[src/rtl/rega_scheduler.sv]
// rega_scheduler: central sequencer for the irrigation controller.
// Arbitrates the shared water line between aspersion, drip and the
// fertilization sequence (fill -> mix -> clean). Paced by a one-cycle Tick.
//
// Ports:
//   Clk, Rst        clock, asynchronous active-high reset
//   Tick            one-Clk timebase pulse
//   Us, Bs, Vs, T1  soil dry, tank above low mark, tank full, high temperature
//   Adub            fertilization request (level; its rising edge is latched)
//   A, G, Ve        aspersion, drip and tank inlet valves
//   Mist, Limp      mixer and cleaning pump
//   Busy, Err       active-sequence flag, sticky fault flag
//   State, Tmr      current state code, remaining ticks in timed states
module rega_scheduler #(
   parameter int unsigned T_ASP   = 10,
   parameter int unsigned T_GOT   = 15,
   parameter int unsigned T_MIX   = 5,
   parameter int unsigned T_LIMP  = 8,
   parameter int unsigned T_FILL  = 20,
   parameter int unsigned TIMER_W = 5
) (
   input  logic               Clk,
   input  logic               Rst,
   input  logic               Tick,
   input  logic               Us,
   input  logic               Bs,
   input  logic               Vs,
   input  logic               T1,
   input  logic               Adub,
   output logic               A,
   output logic               G,
   output logic               Ve,
   output logic               Mist,
   output logic               Limp,
   output logic               Busy,
   output logic               Err,
   output logic [2:0]         State,
   output logic [TIMER_W-1:0] Tmr
);

   typedef enum logic [2:0] {
      StIdle  = 3'd0,
      StAsp   = 3'd1,
      StGot   = 3'd2,
      StFill  = 3'd3,
      StMix   = 3'd4,
      StLimp  = 3'd5,
      StFault = 3'd6
   } state_e;

   state_e               state_q, state_d;
   logic [TIMER_W-1:0]   tmr_q, tmr_d;
   logic                 pend_q, pend_d;
   logic                 adub_q;
   logic                 expire;
   logic                 sensor_bad;

   // Expiry is the Tick that would take the counter from 1 to 0.
   assign expire     = Tick && (tmr_q == TIMER_W'(1));
   assign sensor_bad = Vs && !Bs;

   // Next-state logic; the sensor fault check precedes every other decision.
   always_comb begin
      state_d = state_q;
      case (state_q)
         StIdle: begin
            if (sensor_bad)      state_d = StFault;
            else if (pend_q)     state_d = Vs ? StMix : StFill;
            else if (Us && Bs)   state_d = (Vs && !T1) ? StAsp : StGot;
         end
         StAsp, StGot: begin
            // Abort beats preempt beats expiry; all three land in IDLE.
            if (sensor_bad)      state_d = StFault;
            else if (!Bs)        state_d = StIdle;
            else if (pend_q)     state_d = StIdle;
            else if (expire)     state_d = StIdle;
         end
         StFill: begin
            if (sensor_bad)      state_d = StFault;
            else if (Vs)         state_d = StMix;
            else if (expire)     state_d = StFault;
         end
         StMix: begin
            if (sensor_bad)      state_d = StFault;
            else if (expire)     state_d = StLimp;
         end
         StLimp: begin
            if (sensor_bad)      state_d = StFault;
            else if (expire)     state_d = StIdle;
         end
         StFault: state_d = StFault;
         default: state_d = StIdle;
      endcase
   end

   // Timer loads on the entry edge, so a Tick coincident with entry is not counted.
   always_comb begin
      tmr_d = tmr_q;
      if (state_d != state_q) begin
         case (state_d)
            StAsp:   tmr_d = TIMER_W'(T_ASP);
            StGot:   tmr_d = TIMER_W'(T_GOT);
            StFill:  tmr_d = TIMER_W'(T_FILL);
            StMix:   tmr_d = TIMER_W'(T_MIX);
            StLimp:  tmr_d = TIMER_W'(T_LIMP);
            default: tmr_d = '0;
         endcase
      end else if (Tick && (tmr_q != '0)) begin
         tmr_d = tmr_q - TIMER_W'(1);
      end
   end

   // A fresh request edge wins over the clear on MIX entry so it is not lost.
   always_comb begin
      pend_d = pend_q;
      if ((state_d == StMix) && (state_q != StMix)) pend_d = 1'b0;
      if (Adub && !adub_q)                          pend_d = 1'b1;
   end

   always_ff @(posedge Clk or posedge Rst) begin
      if (Rst) begin
         state_q <= StIdle;
         tmr_q   <= '0;
         pend_q  <= 1'b0;
         adub_q  <= 1'b0;
      end else begin
         state_q <= state_d;
         tmr_q   <= tmr_d;
         pend_q  <= pend_d;
         adub_q  <= Adub;
      end
   end

   // Actuator outputs are flops decoded from the next state, so they track State exactly.
   always_ff @(posedge Clk or posedge Rst) begin
      if (Rst) begin
         A    <= 1'b0;
         G    <= 1'b0;
         Ve   <= 1'b0;
         Mist <= 1'b0;
         Limp <= 1'b0;
         Busy <= 1'b0;
         Err  <= 1'b0;
      end else begin
         A    <= (state_d == StAsp);
         G    <= (state_d == StGot);
         Ve   <= (state_d == StFill);
         Mist <= (state_d == StMix);
         Limp <= (state_d == StLimp);
         Busy <= (state_d != StIdle) && (state_d != StFault);
         Err  <= (state_d == StFault);
      end
   end

   assign State = state_q;
   assign Tmr   = tmr_q;

endmodule

[config.mk]
export PLATFORM = sky130hd
export DESIGN_NAME = rega_scheduler
export DESIGN_NICKNAME = d
export VERILOG_FILES = /design/src/rtl/rega_scheduler.sv
export SDC_FILE = /design/constraint.sdc
export NUM_CORES = 1
export LEC_CHECK = 0
export CAP_MARGIN = 30
export CELL_PAD_IN_SITES_DETAIL_PLACEMENT = 1
export CELL_PAD_IN_SITES_GLOBAL_PLACEMENT = 2
export CORE_MARGIN = 2
export CORE_UTILIZATION = 35
export CTS_CLUSTER_DIAMETER = 80
export DETAILED_ROUTE_END_ITERATION = 7
export PLACE_DENSITY = 0.9
export SLEW_MARGIN = 20
export SYNTH_ARGS = -nofsm -noshare
export SYNTH_HDL_FRONTEND = slang
export SYNTH_SLANG_ARGS = --single-unit
[constraint.sdc]
create_clock -name Clk -period 7 [get_ports Clk]
set_input_delay 1.4 -clock Clk [delete_from_list [all_inputs] [get_ports Clk]]
set_output_delay 1.4 -clock Clk [all_outputs]
set_load 0.01 [all_outputs]
# After elaboration in Yosys (flattened, before gate mapping)
# Index checks and enable logic that the tools add are counted.
# Widths: inputs -> output; s select.
# word_totals
ff_bits	17
output_inout_bits	15
wordCells	66
# classes
add_sub_neg	1
eq_ne	16
mux	21
reduce_logical	17
# ops
operator	count
$mux 3	14
$pmux 5 s5	1
$eq 3x3->1 const B	6
$pmux 3 s6	1
$eq 3x2->1 const B	4
$mux 5	2
$logic_and 1x1->1	8
$eq 3x1->1 const B	2
$ne 3x3->1 const B	2
$eq 5x1->1 const B	1
$reduce_bool 5->1	1
$sub 5x1->5 const B	1
$reduce_bool 2->1	2
$logic_not 1->1	3
$logic_not 3->1	1
$ne 3x3->1	1
$reduce_bool 3->1	1
$mux 1	2
$mux 2	1
$reduce_or 2->1	1

# Depth between registers and ports, before layout
# Gate-level depths: netlist of run 1.
# logic_depth
ltp_word	11
depth_mapped	12

# Least setup slack after synthesis of run 1
# OpenSTA, ideal clock, no wires.
# synth_timing
kind	input to register
start	in Vs
end	reg tmr_q[1], in the netlist Tmr[1]
setup_time_ps	95
arrival_time_ps	3204
t_required_ps	6905
path_slack_ps	3700
stages	11
n_path_buf	1
cell_sequence	buf_4 > nor3b_1 > o21ai_0 > o211ai_4 > nor2_4 > inv_1 > ha_1 > inv_1 > and4_1 > a21oi_1 > o31ai_1
# synth_via
elab_chain_cells	9
# synth_rtl
element	line_no	rtl
start: declaration	27	input logic Vs,
$logic_and 1x1->1	69	else if (Us && Bs) state_d = (Vs && !T1) ? StAsp : StGot;
$mux 2	69	
$mux 3	69	
$mux 3	68	else if (pend_q) state_d = Vs ? StMix : StFill;
$mux 3	67	if (sensor_bad) state_d = StFault;
$pmux 3 s6 (*)	65	case (state_q)
named net state_d[1]	51	state_e state_q, state_d;
$eq 3x3->1 (tied with other cells)	100	case (state_d)
$pmux 5 s5	100	
$mux 5	99	if (state_d != state_q) begin
end signal: assignment	128	tmr_q <= tmr_d;
end: declaration	52	logic [TIMER_W-1:0] tmr_q, tmr_d;
# The timed path passes the listed nets; every way through them passes the cells marked *.
# A chain may end at the register's enable or synchronous reset.

# Worst setup path after layout of run 1
# Same ends and word-level chain as after synthesis.

==> results of run 1 <==
==> metal layers <==
layer / vias up / GRT usage [%] / share of wire, %
met5: - / 0 / 0
met4: 0 / 7.81 / 2.7
met3: 9 / 1.37 / 1.8
met2: 16 / 26.9 / 49
met1: 560 / 22.6 / 46
li1: 539 / - / -
==> kinds of logic (layout without fill, tap and decap cells) <==
group | count (synthesis) | after routing | synth area share [%]
adder cells (fa/ha/maj) | 4 | 4 | 3.80
AND/OR/NAND/NOR | 48 | 48 | 22.3
buffers and inverters | 20 | 38 | 9.87
AO/OA/AOI/OAI | 39 | 39 | 26.0
multiplexers | 4 | 4 | 3.13
XOR/XNOR | 4 | 4 | 2.66
flip-flops | 17 | 17 | 32.3
==> worst max-delay path: stages <==
cell             delay, ns
clkdlybuf4s50_1       0.61
nor3b_1               0.24
o21ai_0               0.40
o211ai_4              0.18
nor2_4                0.15
inv_1                 0.14
ha_1                  0.34
inv_1                 0.11
and4_1                0.20
a21oi_1               0.07
o31ai_1               0.20
==> flip-flops by register name (all words and copies together), names as in the netlist <==
register / count
Busy: 1
State: 3
Tmr: 5
A: 1
adub_q: 1
Err: 1
Ve: 1
G: 1
Limp: 1
Mist: 1
pend_q: 1
==> power groups by stage <==
stage	Combinational, mW	Sequential, mW	Clock (mW)
after global placement	0.254	0.150	0
final	0.259	0.150	0.0721
after global routing	0.288	0.155	0.0764
after floorplan	0.191	0.149	0
after CTS	0.262	0.151	0.0743
after detailed placement	0.260	0.153	0
==> stage by stage <==
stage	power [mW]	area, um2	hold WS, ns	util (%)	instances
after floorplan	0.340	1320	0.410	-	136
after global placement	0.404	1520	0.417	41.7	198
after detailed placement	0.412	1520	0.439	41.7	198
after CTS	0.487	1560	0.448	43.0	202
after global routing	0.519	1560	0.454	43.0	202
final	0.481	1560	0.441	43.0	202
==> area by class of cell <==
cell class | instances | area [um2]
clock buffer | 3 | 41.3
clock inverter | 1 | 5.00
fill | 437 | 2070
inverter | 12 | 47.5
multi-input combinational | 99 | 763
sequential | 17 | 425
tap | 48 | 60.1
timing repair buffer | 22 | 220
==> layout by cell type (no fill, tap or decap), drive strengths merged, types with 5 or more instances in the layout <==
cell type and count:
nor2b 5, o21ai 5, clkdlybuf4s50 22, nor2 9
dfrtp 17, inv 12, o2111ai 5, nand2 8
==> how the worst max path moves through the flow <==
stage               startpoint     end  slack, ns  cells after the start
finish                      Vs  Tmr[1]       3.11                     11
global route                Vs  Tmr[1]       2.80                     11
CTS                         Vs  Tmr[1]       3.12                     11
detailed placement          Vs  Tmr[1]       2.86                     11
global placement            Vs  Tmr[1]       3.04                     11
floorplan                   Vs  Tmr[1]       3.70                     11
==> results_dict.tcl, run 1 <==
set metrics [dict create \
    r2r_setup_slack_ns 4.21 \
    startpoint_type "input port" \
    place_ws_ns 2.86 \
    hold_class "flip-flop to flip-flop" \
    seqPwrFrac_pct 31.2 \
    antenna_found_initial 0 \
    cp_data_required_time_ns 7.17 \
    fmax_ghz 0.257 \
    synth_area_leaders "dfrtp_1, ha_1, inv_1" \
    die_x_um 65.4 \
    switching_share_pct 41.4 \
    skew_ns 0.000477 \
    finalHoldViolations 0 \
    drive_above_1_share_pct 14.9 \
    hpwl_um 2440 \
    cp.arrival_ns 4.05 \
    cts_tree "built" \
    ir_drop_mv 0.158 \
    nets 167 \
    grt_usage_pct 16.7 \
    status "finished clean" \
    rsz0062_at_grt "false" \
    root_buffer "clkbuf_8" \
    finalSetupViolCount 0 \
    fin_crit_sh_pct 55.5 \
    powerDensity_nw_per_um2 308 \
    viasPerCell 5.56 \
    die-area_um2 4280 \
    p_switching_uw 199 \
    synth.top_cells.by_count "dfrtp_1, inv_1, nand2_1" \
    cp_max_fo 12 \
    yosysTopAreaCell "dfrtp_1" \
    die_y_um 65.4 \
    cts_resized 0 \
    pin_count 23 \
    fin_ws_ns 3.11 \
    worstReg2RegStart "Tmr[3]" \
    synth.ff_latch_count 17 \
    post_cts_buffers 0 \
    worstHoldPathCells 1 \
    synth_area_um2 1320 \
    wire_per_inst_um 15.8 \
    num_antenna_cells 0 \
    ant_nets 0 \
    clkPwrFrac_pct 15.0 \
    period_minus_slack_ns 3.89 \
    first_pass_iters 4 \
    drc_errors 0 \
    core_area_um2 3630 \
    synthArstFlopShare_pct 100 \
    cts.sinks 17 \
    grt_overflow 0 \
    ys_types 58 \
    clk_latency_ns 0.25 \
    slew_violations 0 \
    p_int_uw 282 \
    fin_tns_setup_ns 0 \
    critical_path.endpoint_type "flip-flop" \
    synth_warnings 0 \
    path_class "input port to flip-flop" \
    row_count 22 \
    start_util_pct 36.3 \
    port_buffers 22 \
    cap_viol_max_count 0 \
    relSlewSlack_pct 59.0 \
    place_congestion 0.803 \
    hp-start "adub_q" \
    grt_pass1_vias 1206 \
    ctsHoldBuffers 0 \
    clk_pin_slew_ns 0.06 \
    synth.most_common_cell "dfrtp_1" \
    ys_seq_area_share_pct 32.3 \
    synthCells 136 \
    reg2reg_depth 9 \
    cts_made_buffers 3 \
    postSynthNetCount 148 \
    htreeDepth 1 \
    power_frac_comb_pct 53.8 \
    worst_pin_slew_ns 0.610 \
    area_growth_pct 18.5 \
    synth_edf_count 0 \
    timing.rr.end "Tmr[1]" \
    synth_top_area_share_pct 32.3 \
    grt_pass1_wl_um 5640 \
    routed_wl_um 3190 \
    ys.flop_type "dfrtp_1" \
    grt_max_degree 18 \
    holdPathEnd "pend_q" \
    num_vias 1124 \
    cts_max_path_buffers 2 \
    syn_area_per_cell_um2 9.70 \
    drtIter0Drc 60 \
    power.leakage_nw 0.651 \
]
Power figures use the tool's default switching activity.
==> run 2, diff against run 1 <==
- CORE_UTILIZATION: 35 -> 32
- PLACE_DENSITY: 0.9 -> 0.84
- clock period: 7 -> 3.7 ns (I/O delays scaled with it)
==> results_dict.tcl, run 2 (synthesis results as in run 1) <==
set metrics [dict create \
    place_congestion 0.818 \
    slowest_stage "clkdlybuf4s50_1" \
    regArea_um2 425 \
    critical_path.endpoint_type "flip-flop" \
    drtIter0Drc 73 \
    die_y_um 68.2 \
    cp.arrival_ns 3.37 \
    die-area_um2 4650 \
    antenna_found_initial 0 \
    row_count 23 \
    power_frac_comb_pct 53.5 \
    switching_share_pct 41.1 \
    hp-start "adub_q" \
    cts_made_buffers 3 \
    clk_latency_ns 0.26 \
    p_int_uw 536 \
    cts_tree "built" \
    slew_violations 0 \
    core_area_um2 3970 \
    utilization_pct 39.4 \
    period_minus_slack_ns 3.21 \
    grt_pass1_vias 1159 \
    grt_pass1_wl_um 5530 \
    powerDensity_nw_per_um2 581 \
    power.leakage_nw 0.649 \
    wire_per_inst_um 15.6 \
    cts_resized 0 \
    path_cells "clkdlybuf4s50_1 -> nor3b_1 -> o21ai_0 -> o211ai_4 -> nor2_4 -> inv_1 -> ha_1 -> inv_1 -> and4_1 -> a21oi_1 -> o31ai_1" \
    num_antenna_cells 0 \
    multi_input_area_um2 763 \
    fin_tns_setup_ns 0 \
    cpPeakStageDelay_ns 0.61 \
    layout_common_cells "clkdlybuf4s50_1, dfrtp_1, inv_1, nand2_1, nor2_1" \
    finalSetupViolCount 0 \
    grt_max_degree 18 \
    rsz0062_at_grt "false" \
    critPathTopFamily "buffers and inverters" \
    pin_count 23 \
    finalHoldViolations 0 \
    worstReg2RegStart "Tmr[3]" \
    hpwl_um 2450 \
    placed_area_um2 1520 \
    post_cts_buffers 0 \
    ir_drop_mv 0.252 \
    fmax_ghz 0.311 \
    first_pass_iters 4 \
    viasPerCell 5.37 \
    ant_nets 0 \
    status "finished clean" \
    skew_ns 0.00510 \
    cp_data_required_time_ns 3.86 \
    total_power_uw 909 \
    grt_usage_pct 16.1 \
    mostFrequentLayoutCell "clkdlybuf4s50_1" \
    root_buffer "clkbuf_8" \
    timing.rr.end "Tmr[1]" \
    cts.sinks 17 \
    seqPwrFrac_pct 31.2 \
    start_util_pct 33.2 \
    routed_wl_um 3190 \
    r2r_setup_slack_ns 0.96 \
    fillers 469 \
    worstHoldPathCells 1 \
    cts_max_path_buffers 2 \
    relSlewSlack_pct 58.1 \
    area_growth_pct 18.6 \
    nets 167 \
    p_switching_uw 374 \
    port_buffers 22 \
    path_buf_inv 3 \
    holdPathEnd "pend_q" \
    crit_path_frequent_cell "inv_1" \
    hold_class "flip-flop to flip-flop" \
    worst_pin_slew_ns 0.628 \
    die_x_um 68.2 \
    cp_max_fo 12 \
    cap_viol_max_count 0 \
    startpoint_type "input port" \
    num_vias 1096 \
    grt_overflow 0 \
    htreeDepth 1 \
    fin_crit_sh_pct 86.8 \
    largest_reg_flops 5 \
    path_class "input port to flip-flop" \
    reg2reg_depth 9 \
    clk_pin_slew_ns 0.06 \
    drc_errors 0 \
    drive_above_1_share_pct 14.3 \
    ctsHoldBuffers 0 \
    design_area_um2 1560 \
    clkPwrFrac_pct 15.2 \
]
## run 2: final cells by class
cell class                      count  area share, %
Clock buffer                        4           2.88
Sequential cell                    17           27.2
Multi-Input combinational cell     99           48.8
Tap cell                           50           4.00
Inverter                           12           3.04
Timing Repair Buffer               22           14.1
## run 2: stage by stage
stage	setup slack [ns]	hold WS (ns)	std cells
after floorplan	1.06	0.410	136
after global placement	0.396	0.418	200
after detailed placement	0.248	0.435	200
after CTS	0.492	0.444	204
after global routing	0.278	0.483	204
final	0.490	0.442	204
## run 2: routing by layer
| metal | GRT usage [%] | vias up | part of all wire [%] |
|---|---|---|---|
| li1 | - | 538 | - |
| met4 | 7.00 | 0 | 1.1 |
| met1 | 20.8 | 536 | 46 |
| met5 | 0 | - | 0 |
| met3 | 1.81 | 4 | 2.7 |
| met2 | 26.9 | 18 | 50 |
## run 2: how the worst max path moves through the flow
stage,start,to,slack [ns],cells past startpoint
2_1_floorplan,Vs,Tmr[1],1.06,11
3_3_place_gp,Vs,Tmr[1],0.40,11
3_5_place_dp,Vs,Tmr[1],0.25,11
4_1_cts,Vs,Tmr[1],0.49,11
5_1_grt,Vs,Tmr[1],0.28,11
6_report,Vs,Tmr[1],0.49,11
## run 2: worst register-to-register path: stages (launching register included)
cell       delay (ns)
dfrtp_1          0.43
or3_1            0.54
nor4b_2          0.39
a2bb2oi_2        0.26
and2_4           0.23
ha_1             0.25
inv_1            0.10
and4_1           0.19
a21oi_1          0.07
o31ai_1          0.20
## run 2: power by group through the flow
| stage | logic, mW | clock network [mW] | registers (mW) |
|---|---|---|---|
| global placement | 0.482 | 0 | 0.285 |
| detailed placement | 0.489 | 0 | 0.287 |
| finish | 0.487 | 0.139 | 0.284 |
| floorplan | 0.362 | 0 | 0.282 |
| CTS | 0.494 | 0.142 | 0.284 |
| global route | 0.548 | 0.151 | 0.293 |
==> RTL change, RTL diff (flow settings as in run 2) <==
Set the parameter `TIMER_W` to 10 (it was 5).
--- a/src/rtl/rega_scheduler.sv
+++ b/src/rtl/rega_scheduler.sv
@@ -19,3 +19,3 @@
    parameter int unsigned T_FILL  = 20,
-   parameter int unsigned TIMER_W = 5
+   parameter int unsigned TIMER_W = 10
 ) (
Interface: changed (resized Tmr); port bits go from 23 to 28. No check against the original RTL was run, so the function may have changed too.
==> RTL change against run 2 <==
  * Register-to-register slack gained 0.14 ns
  * Sequential share of layout area grew 4.6 points
  * Synthesized cell count rose by 13%
  * Via count increased by 11%
  * Design area grew 11%
  * Setup slack improved by 0.32 ns
  * Largest power group unchanged
  * Sequential cell count increased by 5
  * Highest routed layer unchanged
  * Routed wire length grew 16%
  * Total power increased by 66%
  * Synthesized area rose by 3.3%
  * Die area rose by 3.1%
  * Count of clock-buffer cells in the layout did not move
==> RTL change: results <==
{
  "sequentialPowerShare_pct": 30.9,
  "intPower_mw": 0.831,
  "vias": 1214,
  "synth_top_family_by_area": "simple AND/OR/NAND/NOR gates",
  "fillerInstances": 474,
  "reg2reg_slack_ns": 1.10,
  "p_clk_share_pct": 11.4,
  "grt_pass1_vias": 1299,
  "synth_compound_area_share_pct": 12.9,
  "p_leak_nw": 0.746,
  "grtUsageMet1_pct": 23.0,
  "synthAdderAreaFrac_pct": 2.75,
  "routedWlPerCell_um": 16.2,
  "synth_area_per_cell_um2": 8.85,
  "grt_pass1_wl_mm": 6.37,
  "clk_pin_slew_ns": 0.08,
  "ys_top_cells_by_count": "dfrtp_1, nor2_1, nand2_1, nand3_1, inv_1",
  "met1Wirelength_mm": 1.85,
  "syn2layout_area_growth_pct": 26.9,
  "wl_met3_um": 109,
  "r2r_start": "Tmr[4]$_DFFE_PP0P_",
  "tightest_slew_ns": 0.827,
  "wl_met2_mm": 1.72,
  "synthTopCellsByArea": "dfrtp_1, nor2_1, o211ai_1",
  "whs_path_depth": 2,
  "crit_fanout": 10,
  "drt-initial-drc-count": 38,
  "met2_usage_pct": 25.9,
  "use_met3_pct": 2.62,
  "status": "finished clean",
  "crit_family": "simple AND/OR/NAND/NOR gates",
  "layout-drive-gt1-share_pct": 6.70,
  "synth_xor_area_share_pct": 5.79,
  "reg2reg_to": "Tmr[3]$_DFFE_PP0P_",
  "grt_max_degree": 23,
  "layout.nets": 191,
  "clock-skew-final_ns": 0.00162,
  "ir_worst_vdd_mv": 0.414
}
-- RTL change: cell types whose count changed after synthesis, moves of 4 or more --
cell | before | now
o2111ai_1 | 4 | 0
o211ai_1 | 2 | 7
nand4_1 | 0 | 4
dfrtp_1 | 17 | 22
nand3_1 | 4 | 10
clkbuf_1 | 0 | 4
nand2_1 | 8 | 13
nor2_1 | 7 | 16
-- RTL change: metrics by stage --
stage / total power, mW / setup WS, ns / hold WS [ns]
detailed placement: 1.34 / 0.538 / 0.548
finish: 1.51 / 0.809 / 0.562
global route: 1.65 / 0.689 / 0.589
global placement: 1.32 / 0.634 / 0.542
CTS: 1.52 / 0.810 / 0.566
floorplan: 1.02 / 1.18 / 0.532
-- RTL change: area by class of cell --
type	instances	share of cell area, %
timing repair buffer	28	16.1
sequential	22	31.8
multi-input combinational	116	43.3
clock buffer	4	3.18
inverter	9	1.95
tap	50	3.62
